$ cat src/rtl/teclado_pkg.sv
// teclado_pkg: key codes and FSM state encoding shared by the keypad amount front end.
package teclado_pkg;
    localparam logic [3:0] TECLA_BORRAR  = 4'hA;
    localparam logic [3:0] TECLA_RETRO   = 4'hB;
    localparam logic [3:0] TECLA_ACEPTAR = 4'hE;
    typedef enum logic [1:0] {IDLE, CAPTURA, CONVIERTE, ENTREGA} estado_t;
endpackage

$ cat src/rtl/teclado_monto_if.sv
// teclado_monto_if: key strobes in, amount and status out.
interface teclado_monto_if;
    logic        habilitar;
    logic [3:0]  tecla;
    logic        tecla_stb;
    logic [31:0] monto;
    logic        monto_stb;
    logic [3:0]  digitos;
    logic        ocupado;
    logic        error_tecla;
    logic        timeout;
    modport master (output habilitar, tecla, tecla_stb,
                    input monto, monto_stb, digitos, ocupado, error_tecla, timeout);
    modport slave  (input habilitar, tecla, tecla_stb,
                    output monto, monto_stb, digitos, ocupado, error_tecla, timeout);
endinterface

$ cat src/rtl/bcd_a_binario.sv
// bcd_a_binario: serial BCD to binary, one multiply-by-10 step per cycle, MSD first.
module bcd_a_binario #(
    parameter int MAX_DIGITOS = 9
) (
    input  logic                     clk,
    input  logic                     reset,
    input  logic                     start,
    input  logic [4*MAX_DIGITOS-1:0] bcd,
    output logic                     done,
    output logic [31:0]              resultado
);
    localparam int BW = 4 * MAX_DIGITOS;
    logic [BW-1:0] sr;
    logic [3:0]    idx;
    logic          run;
    logic [31:0]   acc;
    assign done      = run && idx == 4'(MAX_DIGITOS - 1);
    assign resultado = acc;
    always_ff @(posedge clk) begin
        if (reset) begin
            sr  <= '0;
            idx <= '0;
            run <= 1'b0;
            acc <= '0;
        end else if (start) begin
            sr  <= bcd;
            idx <= '0;
            run <= 1'b1;
            acc <= '0;
        end else if (run) begin
            acc <= (acc << 3) + (acc << 1) + 32'(sr[BW-1 -: 4]);
            sr  <= sr << 4;
            idx <= idx + 4'd1;
            run <= !done;
        end
    end
endmodule

$ cat src/rtl/teclado_monto.sv
// teclado_monto: keypad strobes to a 32-bit amount with edit keys and idle timeout.
module teclado_monto
    import teclado_pkg::*;
#(
    parameter int MAX_DIGITOS    = 9,
    parameter int TIMEOUT_CICLOS = 1000
) (
    input logic            clk,
    input logic            reset,
    teclado_monto_if.slave bus
);
    localparam int BW = 4 * MAX_DIGITOS;
    localparam int CW = $clog2(TIMEOUT_CICLOS + 1);
    localparam logic [CW-1:0] CNT_FIN = CW'(TIMEOUT_CICLOS - 1);
    localparam logic [3:0]    DIG_MAX = 4'(MAX_DIGITOS);
    estado_t       estado;
    logic          hab_q;
    logic [BW-1:0] buffer;
    logic [CW-1:0] cnt;
    logic [3:0]    digitos;
    logic [31:0]   monto, resultado;
    logic          monto_stb, ocupado, error_tecla, timeout, done, es_digito, acepta;
    assign es_digito = bus.tecla <= 4'd9;
    assign acepta = estado == CAPTURA && bus.habilitar && bus.tecla_stb &&
                    bus.tecla == TECLA_ACEPTAR && digitos != 4'd0;
    assign bus.monto       = monto;
    assign bus.monto_stb   = monto_stb;
    assign bus.digitos     = digitos;
    assign bus.ocupado     = ocupado;
    assign bus.error_tecla = error_tecla;
    assign bus.timeout     = timeout;
    bcd_a_binario #(.MAX_DIGITOS(MAX_DIGITOS)) u_conv (
        .clk       (clk),
        .reset     (reset),
        .start     (acepta),
        .bcd       (buffer),
        .done      (done),
        .resultado (resultado)
    );
    always_ff @(posedge clk) begin
        if (reset) begin
            estado      <= IDLE;
            hab_q       <= 1'b0;
            buffer      <= '0;
            cnt         <= '0;
            digitos     <= '0;
            monto       <= '0;
            monto_stb   <= 1'b0;
            ocupado     <= 1'b0;
            error_tecla <= 1'b0;
            timeout     <= 1'b0;
        end else begin
            hab_q       <= bus.habilitar;
            monto_stb   <= 1'b0;
            error_tecla <= 1'b0;
            timeout     <= 1'b0;
            case (estado)
                IDLE: if (bus.habilitar && !hab_q) begin
                    estado  <= CAPTURA;
                    buffer  <= '0;
                    digitos <= '0;
                    cnt     <= '0;
                end
                CAPTURA: if (!bus.habilitar) begin
                    estado  <= IDLE;
                    buffer  <= '0;
                    digitos <= '0;
                end else if (bus.tecla_stb) begin
                    cnt <= '0;
                    if (es_digito) begin
                        if (digitos == DIG_MAX)
                            error_tecla <= 1'b1;
                        else if (bus.tecla != 4'd0 || digitos != 4'd0) begin
                            buffer  <= (buffer << 4) | BW'(bus.tecla);
                            digitos <= digitos + 4'd1;
                        end
                    end else if (bus.tecla == TECLA_BORRAR) begin
                        buffer  <= '0;
                        digitos <= '0;
                    end else if (bus.tecla == TECLA_RETRO) begin
                        if (digitos != 4'd0) begin
                            buffer  <= buffer >> 4;
                            digitos <= digitos - 4'd1;
                        end
                    end else if (bus.tecla == TECLA_ACEPTAR) begin
                        if (acepta) begin
                            estado  <= CONVIERTE;
                            ocupado <= 1'b1;
                        end else
                            error_tecla <= 1'b1;
                    end else
                        error_tecla <= 1'b1;
                end else if (cnt == CNT_FIN) begin
                    timeout <= 1'b1;
                    buffer  <= '0;
                    digitos <= '0;
                    estado  <= IDLE;
                end else
                    cnt <= cnt + 1'b1;
                // aborting leaves monto untouched; the converter just runs out
                CONVIERTE: if (!bus.habilitar) begin
                    estado  <= IDLE;
                    ocupado <= 1'b0;
                end else if (done)
                    estado <= ENTREGA;
                ENTREGA: begin
                    monto     <= resultado;
                    monto_stb <= 1'b1;
                    digitos   <= '0;
                    ocupado   <= 1'b0;
                    estado    <= IDLE;
                end
                default: estado <= IDLE;
            endcase
        end
    end
endmodule

$ cat src/flat_wrapper.sv
// flat-port wrapper written by rule: the top's interface ports become plain ports
module teclado_monto_flat import teclado_pkg::*;
#(
    parameter int MAX_DIGITOS    = 9,
    parameter int TIMEOUT_CICLOS = 1000
)
  (clk, reset, bus_habilitar, bus_tecla, bus_tecla_stb, bus_monto, bus_monto_stb, bus_digitos, bus_ocupado, bus_error_tecla, bus_timeout);
  teclado_monto_if bus_i ();
  input logic clk;
  input logic reset;
  input wire logic [$bits(bus_i.habilitar)-1:0] bus_habilitar;
  input wire logic [$bits(bus_i.tecla)-1:0] bus_tecla;
  input wire logic [$bits(bus_i.tecla_stb)-1:0] bus_tecla_stb;
  output wire logic [$bits(bus_i.monto)-1:0] bus_monto;
  output wire logic [$bits(bus_i.monto_stb)-1:0] bus_monto_stb;
  output wire logic [$bits(bus_i.digitos)-1:0] bus_digitos;
  output wire logic [$bits(bus_i.ocupado)-1:0] bus_ocupado;
  output wire logic [$bits(bus_i.error_tecla)-1:0] bus_error_tecla;
  output wire logic [$bits(bus_i.timeout)-1:0] bus_timeout;
  assign bus_i.habilitar = bus_habilitar;
  assign bus_i.tecla = bus_tecla;
  assign bus_i.tecla_stb = bus_tecla_stb;
  assign bus_monto = bus_i.monto;
  assign bus_monto_stb = bus_i.monto_stb;
  assign bus_digitos = bus_i.digitos;
  assign bus_ocupado = bus_i.ocupado;
  assign bus_error_tecla = bus_i.error_tecla;
  assign bus_timeout = bus_i.timeout;
  teclado_monto #(.MAX_DIGITOS(MAX_DIGITOS), .TIMEOUT_CICLOS(TIMEOUT_CICLOS)) u_core (.clk(clk), .reset(reset), .bus(bus_i));
endmodule
$ cat config.mk
export PLATFORM = sky130hd
export DESIGN_NAME = teclado_monto_flat
export DESIGN_NICKNAME = d
export VERILOG_FILES = /design/src/rtl/teclado_pkg.sv /design/src/rtl/teclado_monto_if.sv /design/src/rtl/bcd_a_binario.sv /design/src/rtl/teclado_monto.sv /design/src/flat_wrapper.sv
export SDC_FILE = /design/constraint.sdc
export NUM_CORES = 1
export LEC_CHECK = 0
export CORE_MARGIN = 3
export CORE_UTILIZATION = 45
export CTS_BUF_LIST = sky130_fd_sc_hd__clkbuf_4 sky130_fd_sc_hd__clkbuf_8 sky130_fd_sc_hd__clkbuf_16
export CTS_CLUSTER_DIAMETER = 150
export DETAILED_ROUTE_END_ITERATION = 10
export GPL_TIMING_DRIVEN = 0
export PLACE_DENSITY_LB_ADDON = 0.25
export SETUP_SLACK_MARGIN = 0.2
export SYNTH_ARGS = -nofsm -noshare
export SYNTH_HDL_FRONTEND = slang
export SYNTH_SLANG_ARGS = --single-unit
$ cat constraint.sdc
create_clock -name clk -period 3.66 [get_ports clk]
set_input_delay 0.915 -clock clk [delete_from_list [all_inputs] [get_ports clk]]
set_output_delay 0.915 -clock clk [all_outputs]
set_load 0.01 [all_outputs]
==> flow_metrics.tcl, run 1 <==
set metrics [dict create \
    run_status "complete, no violations" \
    num-nets-final 1155 \
    crit_path_frequent_cell "sky130_fd_sc_hd__buf_6" \
    report.final.setup_viol 0 \
    cts.clk_slew.worst_paths_ps 60 \
    endpoint_kind "register" \
    antenna_found_initial 0 \
    die_h_um 144 \
    detailedRoute.firstIterationViolations 613 \
    vdd_drop_max_mv 0.319 \
    max_slew_margin_vs_limit_pct 40.6 \
    vias_per_cell 5.81 \
    path_cells "dlygate4sd2_1 -> and4b_1 -> buf_6 -> and2_4 -> buf_6 -> nor2b_1 -> or4_4 -> buf_6 -> or2_1 -> clkbuf_2 -> or4_1 -> a21oi_1" \
    crit_path_top_delay_cell "sky130_fd_sc_hd__or4_4" \
    rows 49 \
    drcViolationCount 0 \
    post_route_cells_drive_above_1_share_pct 5.03 \
    detail_route.first_pass.iterations 5 \
    path_class "in -> reg" \
    detailedPlacementHpwl_mm 16.2 \
    synthArstFlopShare_pct 0 \
    io_buffer_count 44 \
    grt_first_pass_wirelength_mm 36.9 \
    maxCapViolations 0 \
    grt_pass1_vias 7177 \
    syn-instance-count 1018 \
    synth.lib_cells_used.distinct 64 \
    ffs_latches_synth 162 \
    yosysSeqAreaShare_pct 37.8 \
    layout-area-overhead-vs-synth_pct 16.0 \
    post_drt_wl_per_cell_um 17.2 \
    synth_enable_flop_cells 0 \
    post_cts_buffers 0 \
    clock_tree_from_tritoncts "done" \
    nFillCells 1707 \
    core_region_area_sq_mm 0.0183 \
    critical_path_at_ps 3690 \
    cts_made_buffers 17 \
    fin_crit_sh_pct 91.0 \
    netlist_top_cells_area "sky130_fd_sc_hd__dfxtp_1 38%, sky130_fd_sc_hd__ha_1 9.3%, sky130_fd_sc_hd__a211oi_1 6.2%" \
    power.density_mw_per_mm2 393 \
    diodes 0 \
    clock_tree.buffer_depth 2 \
    postSynth.topFlopCell "sky130_fd_sc_hd__dfxtp_1" \
    grt_start_max_net_pins 17 \
    number_of_cells_upsized_or_downsized_after_cts 12 \
    hp-class "reg -> reg" \
    synth_fp_nets 1092 \
    timing.critical_path.max_delay_family "simple AND/OR/NAND/NOR gates" \
    vias 7693 \
    grt_setup_unrepaired "no" \
    insertion_delay_ps 430 \
    number_of_failing_hold_endpoints_at_the_final_stage 0 \
    grt.total_usage_pct 22.1 \
    p_leak_nw 3.88 \
    post_layout_util_pct 54.3 \
    clockRootBuffer "sky130_fd_sc_hd__clkbuf_16" \
    max_freq_ghz 0.300 \
    post_cts_hold_buffer_count 0 \
    synth.avg_cell_area_sq_um 8.42 \
    antenna_violating_nets_post_route 0 \
    slowest_delay_ps 510 \
    grt-ovfl-total 0 \
    synth_top_area_share_pct 37.8 \
    cts_h_tree_depth 4 \
    crit_path_max_fanout 10 \
    drv_slew 0 \
    finalWorstPathRequiredPeriod_ps 3330 \
    cp_data_required_time_ps 4020 \
    max_slew.worst_pin.slew_ps 888 \
    io_pins 48 \
    syn-cell-area_sq_mm 0.00857 \
    post_synth_top_area_cell "sky130_fd_sc_hd__dfxtp_1" \
    route.final.wire_length_mm 22.7 \
    clkSinkCount 162 \
    worstPathBufferInverterCount 5 \
    total_power_consumption_of_the_routed_design_mw 3.91 \
    start_kind "input pin" \
    synth.yosys.warnings 0 \
    die_width_um 144 \
    fin_skew_ps 10.4 \
    floorplan.initialDensity_pct 46.8 \
    place_congestion 0.858 \
    die-area_sq_mm 0.0207 \
]
layout by cell type, fill, tap and decap left out, types with 9 or more instances in the layout:
cell type / instances
sky130_fd_sc_hd__nor2_1: 120
sky130_fd_sc_hd__clkbuf_1: 48
sky130_fd_sc_hd__a21oi_1: 88
sky130_fd_sc_hd__a211oi_1: 71
sky130_fd_sc_hd__clkdlybuf4s50_1: 42
sky130_fd_sc_hd__xor2_1: 20
sky130_fd_sc_hd__nor3_1: 9
sky130_fd_sc_hd__dfxtp_1: 162
sky130_fd_sc_hd__nand4_1: 10
sky130_fd_sc_hd__nand3_1: 24
sky130_fd_sc_hd__ha_1: 64
sky130_fd_sc_hd__a21o_1: 11
sky130_fd_sc_hd__mux2i_1: 48
sky130_fd_sc_hd__xnor2_1: 10
sky130_fd_sc_hd__o21ai_0: 38
sky130_fd_sc_hd__a22oi_1: 32
sky130_fd_sc_hd__nand2_1: 124
sky130_fd_sc_hd__inv_1: 21
sky130_fd_sc_hd__clkbuf_16: 17
worst min-delay path, stage by stage, from the launching register on:
cell and delay (ps):
sky130_fd_sc_hd__dfxtp_1 310, sky130_fd_sc_hd__nand2_1 50, sky130_fd_sc_hd__a21oi_1 50
cell type report:
cell class | count | area, sq um | area share, %
multi-input combinational | 769 | 4990 | 50.2
sequential | 162 | 3240 | 32.6
clock inverter | 11 | 144 | 1.45
clock buffer | 21 | 468 | 4.70
timing repair buffer | 44 | 438 | 4.40
buffer | 66 | 295 | 2.97
inverter | 21 | 78.8 | 0.792
tap | 229 | 287 | 2.88
path summary, 6_finish.rpt:
path                                                 start                           to  slack [ps]  cells past startpoint
worst min-delay path                  u_core.bus.monto[20]         u_core.bus.monto[20]         450                      2
worst max register to register  u_core.u_conv.resultado[0]  u_core.u_conv.resultado[31]         410                     11
worst max-delay path                         bus_habilitar        u_core.bus.digitos[2]         330                     12
worst min register to register        u_core.bus.monto[20]         u_core.bus.monto[20]         450                      2
synthesized netlist by cell type, types with 2 or more instances:
| cell type | instances |
|---|---|
| sky130_fd_sc_hd__a2111oi_0 | 3 |
| sky130_fd_sc_hd__a211o_1 | 3 |
| sky130_fd_sc_hd__a211oi_1 | 71 |
| sky130_fd_sc_hd__a21o_1 | 11 |
| sky130_fd_sc_hd__a21oi_1 | 88 |
| sky130_fd_sc_hd__a22oi_1 | 32 |
| sky130_fd_sc_hd__a31oi_1 | 4 |
| sky130_fd_sc_hd__a32o_1 | 2 |
| sky130_fd_sc_hd__a41oi_1 | 2 |
| sky130_fd_sc_hd__and2_1 | 2 |
| sky130_fd_sc_hd__and3_1 | 6 |
| sky130_fd_sc_hd__and4_1 | 2 |
| sky130_fd_sc_hd__buf_1 | 6 |
| sky130_fd_sc_hd__buf_6 | 4 |
| sky130_fd_sc_hd__clkbuf_1 | 54 |
| sky130_fd_sc_hd__dfxtp_1 | 162 |
| sky130_fd_sc_hd__fa_1 | 2 |
| sky130_fd_sc_hd__ha_1 | 64 |
| sky130_fd_sc_hd__inv_1 | 21 |
| sky130_fd_sc_hd__mux2i_1 | 48 |
| sky130_fd_sc_hd__nand2_1 | 124 |
| sky130_fd_sc_hd__nand2b_1 | 3 |
| sky130_fd_sc_hd__nand3_1 | 24 |
| sky130_fd_sc_hd__nand3b_1 | 5 |
| sky130_fd_sc_hd__nand4_1 | 10 |
| sky130_fd_sc_hd__nor2_1 | 120 |
| sky130_fd_sc_hd__nor2b_1 | 3 |
| sky130_fd_sc_hd__nor3_1 | 9 |
| sky130_fd_sc_hd__nor3b_1 | 5 |
| sky130_fd_sc_hd__nor4_1 | 4 |
| sky130_fd_sc_hd__o211a_1 | 3 |
| sky130_fd_sc_hd__o211ai_1 | 4 |
| sky130_fd_sc_hd__o21a_1 | 8 |
| sky130_fd_sc_hd__o21ai_0 | 38 |
| sky130_fd_sc_hd__o21bai_1 | 3 |
| sky130_fd_sc_hd__o22ai_1 | 3 |
| sky130_fd_sc_hd__o31ai_1 | 5 |
| sky130_fd_sc_hd__o41ai_1 | 2 |
| sky130_fd_sc_hd__or3_1 | 4 |
| sky130_fd_sc_hd__or4_1 | 2 |
| sky130_fd_sc_hd__xnor2_1 | 10 |
| sky130_fd_sc_hd__xor2_1 | 20 |
sequential cells by signal (all words and copies together) (netlist names), 2 cells and up:
signal and flops:
u_core.estado 2, u_core.buffer 36, u_core.u_conv.resultado 32, u_core.bus.monto 32
u_core.u_conv.sr 36, u_core.bus.digitos 4, u_core.u_conv.idx 4, u_core.cnt 10
per-stage QoR:
stage	hold slack, ps	area, sq um	worst slack [ps]	TNS [ps]	std cells
final	453	9950	330	0	1323
after global placement	442	9300	-648	-31310	1291
after floorplan	431	8570	310	0	1018
after detailed placement	446	9300	-740	-34890	1291
after global routing	469	9950	233	0	1323
after CTS	454	9930	245	0	1323
power by group:
part / switching, mW / total, mW / internal, mW
clock: 0.777 / 1.85 / 1.08
combinational: 0.137 / 0.204 / 0.0672
sequential: 0.0505 / 1.85 / 1.80
total: 0.965 / 3.91 / 2.94
layer usage:
metal  part of all wire, %  GRT usage, %  up-vias  wire length (um)
met5                     0             0        -                 0
met4                   1.9          7.04        0               422
met3                   4.4          3.21       31              1000
met2                    44          33.9      221             10100
met1                    49          32.1     3630             11200
li1                      -             -     3811                 -
logic make-up (layout without fill, tap and decap cells):
kind of cell / count (synthesis) / count (layout) / synth area share, %
DFF: 162 / 162 / 37.8
and+or+nand+nor: 334 / 334 / 17.3
muxes: 49 / 49 / 5.74
xor gates and xnor gates: 30 / 30 / 3.06
buffers and inverters: 87 / 163 / 4.19
adders and majority gates: 66 / 66 / 9.81
AOI/OAI and AO/OA: 290 / 290 / 22.1
Note: power is estimated with default switching activity, not from simulation.
==> run 2, diff against run 1 <==
--- a/config.mk
+++ b/config.mk
@@ -13,6 +13,7 @@
 export GPL_TIMING_DRIVEN = 0
 export PLACE_DENSITY_LB_ADDON = 0.25
 export SETUP_SLACK_MARGIN = 0.2
+export SLEW_MARGIN = 10
 export SYNTH_ARGS = -nofsm -noshare
 export SYNTH_HDL_FRONTEND = slang
 export SYNTH_SLANG_ARGS = --single-unit
==> results of run 2 <==
No change in the layout: final DEF, timing and power equal those of run 1.
==> patch 1, RTL diff (flow settings as in run 1) <==
Reset style: asynchronous (`reset`), changed in 2 clocked blocks.
--- a/src/rtl/bcd_a_binario.sv
+++ b/src/rtl/bcd_a_binario.sv
@@ -16,7 +16,7 @@
     logic [31:0]   acc;
     assign done      = run && idx == 4'(MAX_DIGITOS - 1);
     assign resultado = acc;
-    always_ff @(posedge clk) begin
+    always_ff @(posedge clk or posedge reset) begin
         if (reset) begin
             sr  <= '0;
             idx <= '0;
--- a/src/rtl/teclado_monto.sv
+++ b/src/rtl/teclado_monto.sv
@@ -37,7 +37,7 @@
         .done      (done),
         .resultado (resultado)
     );
-    always_ff @(posedge clk) begin
+    always_ff @(posedge clk or posedge reset) begin
         if (reset) begin
             estado      <= IDLE;
             hab_q       <= 1'b0;
Check against the original RTL: differs if reset is asserted again (counterexample within 4 cycles, from zero or initial values and one cycle with reset high); with reset held inactive, the same outputs for 4 cycles.
==> patch 1 against run 1 <==
Count of clock-buffer cells in the layout fell by 2. Routed wire length fell by 3.0%. Register-to-register slack got worse by 0.09 ns. Global-route usage fell by 1.4 points. Synthesized area rose by 6.5%. Setup slack got worse by 0.0055 ns. Sequential cell count did not move. Fmax fell by 0.16%. Final area rose by 6.8%. Non-clock buffer count fell by 5. First-iteration DRC count fell by 9.6%. Critical endpoint is now u_core.u_conv.resultado[30]. Highest routed layer unchanged.
Power is not compared: it rests on default switching activity, and its combinational part moved more than twofold at a synthesized area within 25%.
==> patch 1: results (changes against run 1) <==
most frequent cells after synthesis dfrtp_1, nand2_1, nor2_1, a21oi_1, o21ai_0; drt wl/cell 17.16 µm (about the same); Worst Skew 0.01138 ns (+0.0009442 ns); layout cells sized above 1 9.421% (+4.4 points); CP Class reg -> reg; DP HPWL 15810 µm (-2.5%); Final GP Congestion 0.8823 (+2.9%); Non-Clock Inverter Count 24 (+14%); synthesized net count 1010 (-7.5%); Final WS setup 0.3249 ns (-0.005462 ns); pre-CTS setup slack -0.4805 ns (+0.2599 ns); CP max FO 4 (-6); fraction of area in multi-input gates 44.90% (-5.3 points); post-layout net count 1080 (-6.5%); Non-clock buffer share 7.466% (+0.096 points); dpl cells 1251 (-3.1%); top cells by area, synth dfrtp_1, ha_1, mux2i_1; drt total wl 22040 µm (-3.0%); drt initial violations 554 (-9.6%); #MultiIn Comb 696 (-9.5%); largest net degree at the start of global routing 42 (+25); final core occ 53.89% (-0.38 points); synthesized area per cell 9.757 µm² (+16%); Post-CTS Resized 1 (-11); Async SR Flop Fraction 100.0% (+100 points); synth unique cells 63 (-1.6%); port bufs 46 (+4.5%); vias in the first global route 6931 (-3.4%); worst-margin pin slew 0.9180 ns (+0.03012 ns); Area after DPL 10010 µm² (+7.6%); status complete, no violations; cells after synthesis 936 (-8.1%); CLK BUF 19 (-9.5%); Worst R2R End u_core.u_conv.resultado[30]; register fraction of the total cell area 38.15% (+5.6 points); hold_sp u_core.u_conv.resultado[31]; WHS Endpoint u_core.u_conv.resultado[31]; Sink Count 162 (unchanged); Fillers 1769 (+3.6%); sequential area share after synthesis 44.39% (+6.6 points); worst hold slack 0.4887 ns (+0.03590 ns); critical path arrival 3.65 ns (-0.04 ns); Total GRT Usage 20.73% (-1.4 points); bufs w/o clock 105 (-4.5%); Critical Path Start u_core.u_conv.sr[35]; Vias 7263 (-5.6%); first-pass GRT wire length 36750 µm (-0.36%); Clock Network Area Fraction 5.476% (-0.67 points)
[patch 1: cell count changes in the layout (fill, tap and decap cells not counted), moves of 8 or more]
| cell | run 1 | this run |
|---|---|---|
| a211oi_1 | 71 | 7 |
| a21o_1 | 11 | 20 |
| a21oi_1 | 88 | 73 |
| clkbuf_1 | 48 | 36 |
| dfrtp_1 | 0 | 162 |
| dfxtp_1 | 162 | 0 |
| mux2_2 | 1 | 34 |
| nand2_1 | 124 | 91 |
| nor2_1 | 120 | 87 |
| o21ai_0 | 38 | 71 |
| or3_1 | 4 | 12 |
[patch 1: logic make-up (layout without fill, tap and decap cells)]
family                   count (synthesis)  in the layout  synth area share (%)
AND/OR/NAND/NOR                        269            269                 13.59
AO/OA/AOI/OAI                          252            252                 17.07
flip-flops                             162            162                 44.39
multiplexers                            84             84                 9.673
buffers and inverters                   78            161                 3.672
adder cells (fa/ha/maj)                 66             66                 9.207
XOR/XNOR                                25             25                 2.398
[patch 1: per-layer routing]
metal / vias to the layer above / global-route usage [%] / share of wire, %
met2: 159 / 33.51 / 48
met4: 0 / 4.942 / 1.3
met3: 22 / 4.052 / 3.8
met1: 3555 / 28.99 / 47
li1: 3527 / - / -
met5: - / 0 / 0
[patch 1: report_power, final]
| group | leakage (µW) | switching, µW | internal [µW] |
|---|---|---|---|
| logic | 0.00237 | 3070 | 2320 |
| registers | 0.00209 | 624 | 2460 |
| clock network | 0.000286 | 803 | 979 |
[patch 1: worst max-delay path: stages (launching register included)]
cell,delay [ns]
dfrtp_1,0.38
inv_1,0.08
fa_1,0.53
inv_1,0.07
fa_1,0.46
a21o_1,0.21
a221o_1,0.39
a31oi_1,0.25
o211ai_1,0.20
o2111ai_2,0.27
mux2i_1,0.11
a211o_1,0.28
==> patch 2, RTL diff (flow settings as in run 1) <==
Made on the original files. `TIMEOUT_CICLOS` is set to 1000 in 2 places; all go to 2000.
--- a/src/rtl/teclado_monto.sv
+++ b/src/rtl/teclado_monto.sv
@@ -3,7 +3,7 @@
     import teclado_pkg::*;
 #(
     parameter int MAX_DIGITOS    = 9,
-    parameter int TIMEOUT_CICLOS = 1000
+    parameter int TIMEOUT_CICLOS = 2000
 ) (
     input logic            clk,
     input logic            reset,
--- a/src/flat_wrapper.sv
+++ b/src/flat_wrapper.sv
@@ -2,7 +2,7 @@
 module teclado_monto_flat import teclado_pkg::*;
 #(
     parameter int MAX_DIGITOS    = 9,
-    parameter int TIMEOUT_CICLOS = 1000
+    parameter int TIMEOUT_CICLOS = 2000
 )
   (clk, reset, bus_habilitar, bus_tecla, bus_tecla_stb, bus_monto, bus_monto_stb, bus_digitos, bus_ocupado, bus_error_tecla, bus_timeout);
   teclado_monto_if bus_i ();
Behaviour: same outputs for any inputs over 4 cycles, from zero or initial values and one cycle with reset high; that may be too few to reach the edited logic, so the function may still have changed.
==> patch 2 against run 1 <==
Critical path depth down 1. Routed wire length grew 1.1%. Final cell count grew 2.3%. Combinational power increased by 5%. Non-clock buffer count grew 3. Synthesized area is 1.3% higher. First-iteration DRC count down 2.3%. Total power is 0.21% lower. Count of clock-buffer cells in the layout shrank 4. Final area grew 1.4%. Global-route usage decreased by 0.31 points. Utilization shrank 0.67 points. Setup slack better by 0.022 ns. Sequential cell count is 1 higher. Critical endpoint is now u_core.u_conv.resultado[21]. Largest power group unchanged.
==> patch 2: results (changes against run 1) <==
seq_cells 163 (+0.62%); Seq pwr share 47.6% (+0.3 points); Final min period 3.308 ns (-0.02150 ns); final core occ 53.59% (-0.67 points); bufs w/o clock 113 (+2.7%); CP max FO 5 (-5); highest-delay cell along the critical path fa_1; sequential area share after synthesis 37.57% (-0.25 points); hold_sp u_core.bus.monto[17]; layout cells sized above 1 5.941% (+0.91 points); register fraction of the total cell area 32.33% (-0.27 points); Net Sw Power 1032 µW (+7.0%); maximum vdd drop 0.3104 mV (-2.8%); DP HPWL 16460 µm (+1.5%); status complete, no violations; worst-margin pin slew 0.8715 ns (-0.01645 ns); Total GRT Usage 21.81% (-0.31 points); fraction of area in multi-input gates 50.26% (+0.053 points); dpl cells 1322 (+2.4%); worst hold slack 0.4537 ns (+0.0009300 ns); Fillers 1778 (+4.2%); Post-CTS Resized 1 (-11); #MultiIn Comb 765 (-0.52%); Via density 5.640 (-3.0%); WHS Endpoint u_core.bus.monto[17]; drt total wl 22970 µm (+1.1%); pre-CTS setup slack -0.1126 ns (+0.6278 ns); vias in the first global route 7312 (+1.9%); Final GP Congestion 0.9263 (+8.0%); most frequent cells after synthesis dfxtp_1, nand2_1, nor2_1, a21oi_1, a211oi_1; Critical Path Start u_core.u_conv.sr[35]; Critical Path Max Stage Delay 0.54 ns (+0.03 ns); Worst R2R End u_core.u_conv.resultado[21]; critical path arrival 3.63 ns (-0.06 ns); Non-clock buffer share 7.414% (+0.044 points); synth unique cells 69 (+7.8%); delay-heaviest family, CP compound AO/OA/AOI/OAI gates; flop2flop setup slack 0.35 ns (-0.06 ns); Worst Skew 0.01126 ns (+0.0008231 ns); adder and majority gate portion of the synthesized area 9.682% (-0.13 points)
==> patch 2: cell count changes in the layout (fill, tap and decap cells not counted), sizes merged, moves of 6 or more <==
| cell | run 1 | this run |
|---|---|---|
| clkbuf | 76 | 66 |
| nand3 | 24 | 32 |
| xnor2 | 10 | 16 |
| o21ai | 39 | 30 |
| nand2b | 3 | 16 |
| nand2 | 124 | 114 |
| buf | 11 | 20 |
| xor2 | 20 | 13 |
| nor2 | 120 | 107 |
==> patch 2: per-layer routing <==
layer | part of all wire, % | routed length, µm | track usage (%) | vias up
li1 | - | - | - | 3810
met4 | 1.4 | 333 | 6.556 | 0
met3 | 4.9 | 1132 | 4.247 | 27
met1 | 48 | 11050 | 29.89 | 3612
met5 | 0 | 0 | 0 | -
met2 | 46 | 10450 | 35.00 | 188
